<file path="src/rtl/mux_arb_pkg.sv">
// Shared types and constants for the round-robin 2:1 mux arbiter.
//   arb_state_t : arbiter FSM state encoding
//   OWNER_A/B   : owner encoding, identical to the mux select (1 = a, 0 = b)
package mux_arb_pkg;

    typedef enum logic [1:0] {
        IDLE  = 2'd0,
        OWN_A = 2'd1,
        OWN_B = 2'd2
    } arb_state_t;

    localparam logic OWNER_A = 1'b1;
    localparam logic OWNER_B = 1'b0;

endpackage

</file>
<file path="src/rtl/mux2_rr_arbiter_mux.sv">
// Team 2:1 single-bit mux datapath, purely combinational.
//   sel : select, 1 = a, 0 = b
//   a   : leg selected when sel = 1
//   b   : leg selected when sel = 0
//   y   : selected data
module mux2_rr_arbiter_mux (
    input  logic sel,
    input  logic a,
    input  logic b,
    output logic y
);

    assign y = sel ? a : b;

endmodule

</file>
<file path="src/rtl/mux2_rr_arbiter.sv">
// Round-robin arbiter sharing a 2:1 single-bit mux between requesters A and B.
// One owner at a time, ownership capped at MAX_HOLD cycles while the other side
// waits, and the muxed data registered as a clean out/out_neg pair.
//   clk, rst_n     : clock (rising edge), asynchronous active-low reset
//   req_a, req_b   : level requests
//   a, b           : requester data
//   gnt_a, gnt_b   : registered grants, never both high
//   sel            : registered mux select (1 = a, 0 = b)
//   busy           : either grant active
//   out, out_neg   : registered mux result and its complement
module mux2_rr_arbiter
    import mux_arb_pkg::*;
#(
    parameter int unsigned MAX_HOLD = 4
) (
    input  logic clk,
    input  logic rst_n,
    input  logic req_a,
    input  logic req_b,
    input  logic a,
    input  logic b,
    output logic gnt_a,
    output logic gnt_b,
    output logic sel,
    output logic busy,
    output logic out,
    output logic out_neg
);

    localparam int unsigned CNT_W = $clog2(MAX_HOLD);
    localparam logic [CNT_W-1:0] HOLD_LAST = CNT_W'(MAX_HOLD - 1);

    arb_state_t       state_q, state_d;
    logic [CNT_W-1:0] cnt_q, cnt_d;
    logic             last_owner_q;
    logic             gnt_a_q, gnt_b_q, sel_q;
    logic             out_q, out_neg_q;
    logic             take_a, take_b;
    logic             mux_y;

    // Next-state decision. take_a/take_b flag a fresh grant entry, which
    // clears the hold counter and updates sel and last_owner.
    always_comb begin
        state_d = state_q;
        cnt_d   = cnt_q;
        take_a  = 1'b0;
        take_b  = 1'b0;
        case (state_q)
            IDLE: begin
                if (req_a && req_b) begin
                    // Tie goes to whoever did not own the mux last.
                    if (last_owner_q == OWNER_B) take_a = 1'b1;
                    else                         take_b = 1'b1;
                end else if (req_a) begin
                    take_a = 1'b1;
                end else if (req_b) begin
                    take_b = 1'b1;
                end
            end
            OWN_A: begin
                if (!req_a) begin
                    if (req_b) take_b = 1'b1;
                    else       state_d = IDLE;
                end else if (req_b && cnt_q == HOLD_LAST) begin
                    take_b = 1'b1;
                end else if (cnt_q != HOLD_LAST) begin
                    cnt_d = cnt_q + CNT_W'(1);
                end
            end
            OWN_B: begin
                if (!req_b) begin
                    if (req_a) take_a = 1'b1;
                    else       state_d = IDLE;
                end else if (req_a && cnt_q == HOLD_LAST) begin
                    take_a = 1'b1;
                end else if (cnt_q != HOLD_LAST) begin
                    cnt_d = cnt_q + CNT_W'(1);
                end
            end
            default: state_d = IDLE;
        endcase

        if (take_a) begin
            state_d = OWN_A;
            cnt_d   = '0;
        end else if (take_b) begin
            state_d = OWN_B;
            cnt_d   = '0;
        end
    end

    // Datapath: the mux is fed by the registered select only.
    mux2_rr_arbiter_mux u_mux (
        .sel (sel_q),
        .a   (a),
        .b   (b),
        .y   (mux_y)
    );

    // FSM state and all registered outputs.
    always_ff @(posedge clk or negedge rst_n) begin
        if (!rst_n) begin
            state_q      <= IDLE;
            cnt_q        <= '0;
            last_owner_q <= OWNER_B;
            gnt_a_q      <= 1'b0;
            gnt_b_q      <= 1'b0;
            sel_q        <= 1'b0;
            out_q        <= 1'b0;
            out_neg_q    <= 1'b1;
        end else begin
            state_q <= state_d;
            cnt_q   <= cnt_d;
            gnt_a_q <= (state_d == OWN_A);
            gnt_b_q <= (state_d == OWN_B);
            // sel holds through IDLE; it only moves on a grant entry.
            if (take_a) begin
                sel_q        <= OWNER_A;
                last_owner_q <= OWNER_A;
            end else if (take_b) begin
                sel_q        <= OWNER_B;
                last_owner_q <= OWNER_B;
            end
            out_q     <= mux_y;
            out_neg_q <= ~mux_y;
        end
    end

    assign gnt_a   = gnt_a_q;
    assign gnt_b   = gnt_b_q;
    assign sel     = sel_q;
    assign busy    = gnt_a_q | gnt_b_q;
    assign out     = out_q;
    assign out_neg = out_neg_q;

endmodule

</file>
<file path="config.mk">
export PLATFORM = sky130hd
export DESIGN_NAME = mux2_rr_arbiter
export DESIGN_NICKNAME = d
export VERILOG_FILES = /design/src/rtl/mux_arb_pkg.sv /design/src/rtl/mux2_rr_arbiter_mux.sv /design/src/rtl/mux2_rr_arbiter.sv
export SDC_FILE = /design/constraint.sdc
export NUM_CORES = 1
export LEC_CHECK = 0
export ABC_CLOCK_PERIOD_IN_PS = 3900
export CAP_MARGIN = 20
export CORE_AREA = 5 5 42 44
export DETAILED_ROUTE_END_ITERATION = 8
export DIE_AREA = 0 0 47 49
export PLACE_DENSITY = 0.71
export SLEW_MARGIN = 20
export SYNTH_ARGS = -nofsm -noshare
export SYNTH_HDL_FRONTEND = slang
export SYNTH_SLANG_ARGS = --single-unit
</file>
<file path="constraint.sdc">
create_clock -name clk -period 3.9 [get_ports clk]
set_input_delay 0.39 -clock clk [delete_from_list [all_inputs] [get_ports clk]]
set_output_delay 0.39 -clock clk [all_outputs]
set_load 0.1 [all_outputs]
</file>
==> qor.yml <==
floorplanning:
  dieArea_um2: 2300
  coreArea_um2: 1400
  die_height_um: 49
  fp.dieW_um: 47
  ioPinCount: 12
  start_util_pct: 38.4
  row_count: 14
route:
  drtIter0Drc: 2
  drc_errors: 0
  drt_first_pass_iters: 2
  ant_nets: 0
  vias: 415
  postRouteWirelength_mm: 1.01
  vias_per_cell: 5.19
  wire_per_inst_um: 12.6
layout:
  antenna_cells: 0
  area_growth_pct: 29.1
  fin_util_pct: 49.6
  drive_gt1_share_pct: 10.9
  fillCellCount: 145
  finalNetCount: 77
synth:
  ys.flop_type: "dfrtp_1"
  synth-seq-area-share_pct: 42.1
  syn_nets: 61
  synth_edf_count: 0
  ys_warn_count: 0
  synthesis.area_um2: 538
  yosys.cell_types.count: 22
  synth-seq-cells: 9
  syn_area_per_cell_um2: 11.0
  async_reset_ff_share_pct: 100
  netlist_instances: 49
clock_tree:
  cts_tree: "built"
  clock_latency_ns: 0.25
  cts.htree.levels: 1
  cts_max_path_buffers: 2
  postCtsResizedCells: 0
  cts.sinks: 9
  post_cts_buffers: 0
  numCtsBuffers: 3
  cts.reportedPaths.clkPinSlew_ns: 0.06
  cts_root_buf: "clkbuf_4"
  ctsHoldBuffers: 0
outcome:
  outcome: "complete, no violations"
placement:
  hpwl_um: 824
  io_buffers: 11
  gp_congestion: 0.766
worst_setup_path:
  crit_family: "buffers and inverters"
  crit_type: "register to primary output"
  r2r_slack_ns: 2.13
  cp-endpoint: "out_neg"
  r2r-end: "cnt_q[0]"
  path_buf_inv: 1
  regToRegStartpoint: "state_q[1]"
  cp_num_cells: 1
  end_kind: "primary output"
  reg2reg_depth: 6
  critPathLaunchType: "register"
  arrival_ns: 1.90
  cp_max_fo: 1
  slowest_stage: "clkdlybuf4s50_1"
  slowest_delay_ns: 1.13
  path_cells: "clkdlybuf4s50_1"
  crit_required_ns: 3.51
  startpoint: "out_neg"
sta:
  tns_ns: 0
  skew_ns: 0.00222
  period_needed_ns: 2.29
  report.final.slew_viol_count: 0
  rsz0062_at_grt: "no"
  fmax_mhz: 436
  fin_crit_sh_pct: 58.8
  relSlewSlack_pct: 34.9
  setup_viol: 0
  hold_viol_final: 0
  worst_slew_pin_slew_ns: 0.973
flow_run:
  maxCapViolCount: 0
grt:
  grt_overflow: 0
  grt_use_total_pct: 10.9
  grt_pass1_wl_mm: 1.84
  grt_pass1_vias: 464
  grt_start_max_net_pins: 10
  antenna_found_initial: 0
worst_hold_path:
  hold_class: "input pin to asynchronous set/reset pin"
logic make-up after synthesis:
family / after synthesis / share of synthesized area (%)
buffers and inverters: 4 / 2.79
muxes: 1 / 1.86
and+or+nand+nor: 16 / 17.9
DFF: 9 / 42.1
adders and majority gates: 6 / 14.0
AOI/OAI and AO/OA: 13 / 21.4
layer usage:
metal	global-route usage, %	vias up	part of all wire [%]
met1	11.6	199	40
met3	1.85	2	4.3
li1	-	205	-
met2	18.6	9	54
met4	6.91	0	1.7
met5	0	-	0
state kept, by name (all words and copies together) (netlist names):
name,count
state_q,2
cnt_q,2
gnt_a,1
out_neg,1
gnt_b,1
out,1
sel,1
through the flow:
stage	setup slack, ns	area (um2)	cells	hold WS [ns]
detailed placement	1.88	668	76	0.523
finish	1.61	694	80	0.422
global route	1.57	694	80	0.432
CTS	1.59	694	80	0.423
floorplan	2.04	538	49	0.0944
global placement	1.89	668	76	0.523
placed cells by master (no fill, tap or decap):
cell type,instances
a21boi_1,1
a21o_1,1
a21oi_1,3
a2bb2oi_1,1
a311oi_2,1
a31oi_1,2
a32oi_4,1
and2_1,1
and3b_1,1
clkbuf_1,1
clkbuf_4,3
clkdlybuf4s50_1,11
dfrtp_1,8
dfstp_2,1
ha_1,6
inv_1,4
mux2i_1,1
nand2_1,2
nand2b_1,5
nand3_1,3
nand3b_1,2
nand4_1,1
o21bai_1,2
o22ai_1,1
or2_2,1
cell type report:
type | instances | area [um2] | share of cell area [%]
clock buffers | 4 | 26.3 | 3.78
inverters | 4 | 15.0 | 2.16
multi-input cells | 36 | 297 | 42.7
flip-flops and latches | 9 | 226 | 32.6
well taps | 16 | 20.0 | 2.88
repair buffers | 11 | 110 | 15.9
how the worst min path moves through the flow:
stage | start | endpoint
finish | rst_n | sel
global route | rst_n | sel
CTS | rst_n | sel
detailed placement | cnt_q[0] | cnt_q[0]
global placement | cnt_q[0] | cnt_q[0]
floorplan | rst_n | cnt_q[0]
Yosys cell counts, drive strengths merged, types with 2 or more instances:
| library cell | count | area (um2) |
|---|---|---|
| ha | 6 | 75.1 |
| a21oi | 3 | 15.0 |
| nand2b | 5 | 31.3 |
| dfrtp | 8 | 200 |
| inv | 4 | 15.0 |
| o21bai | 2 | 15.0 |
| nand3b | 2 | 15.0 |
| a31oi | 2 | 12.5 |
| nand2 | 2 | 7.51 |
| nand3 | 3 | 15.0 |
Power is left out: the tool's default activity adds up to more than one toggle a clock period on the data nets, which glitch-free logic cannot reach.
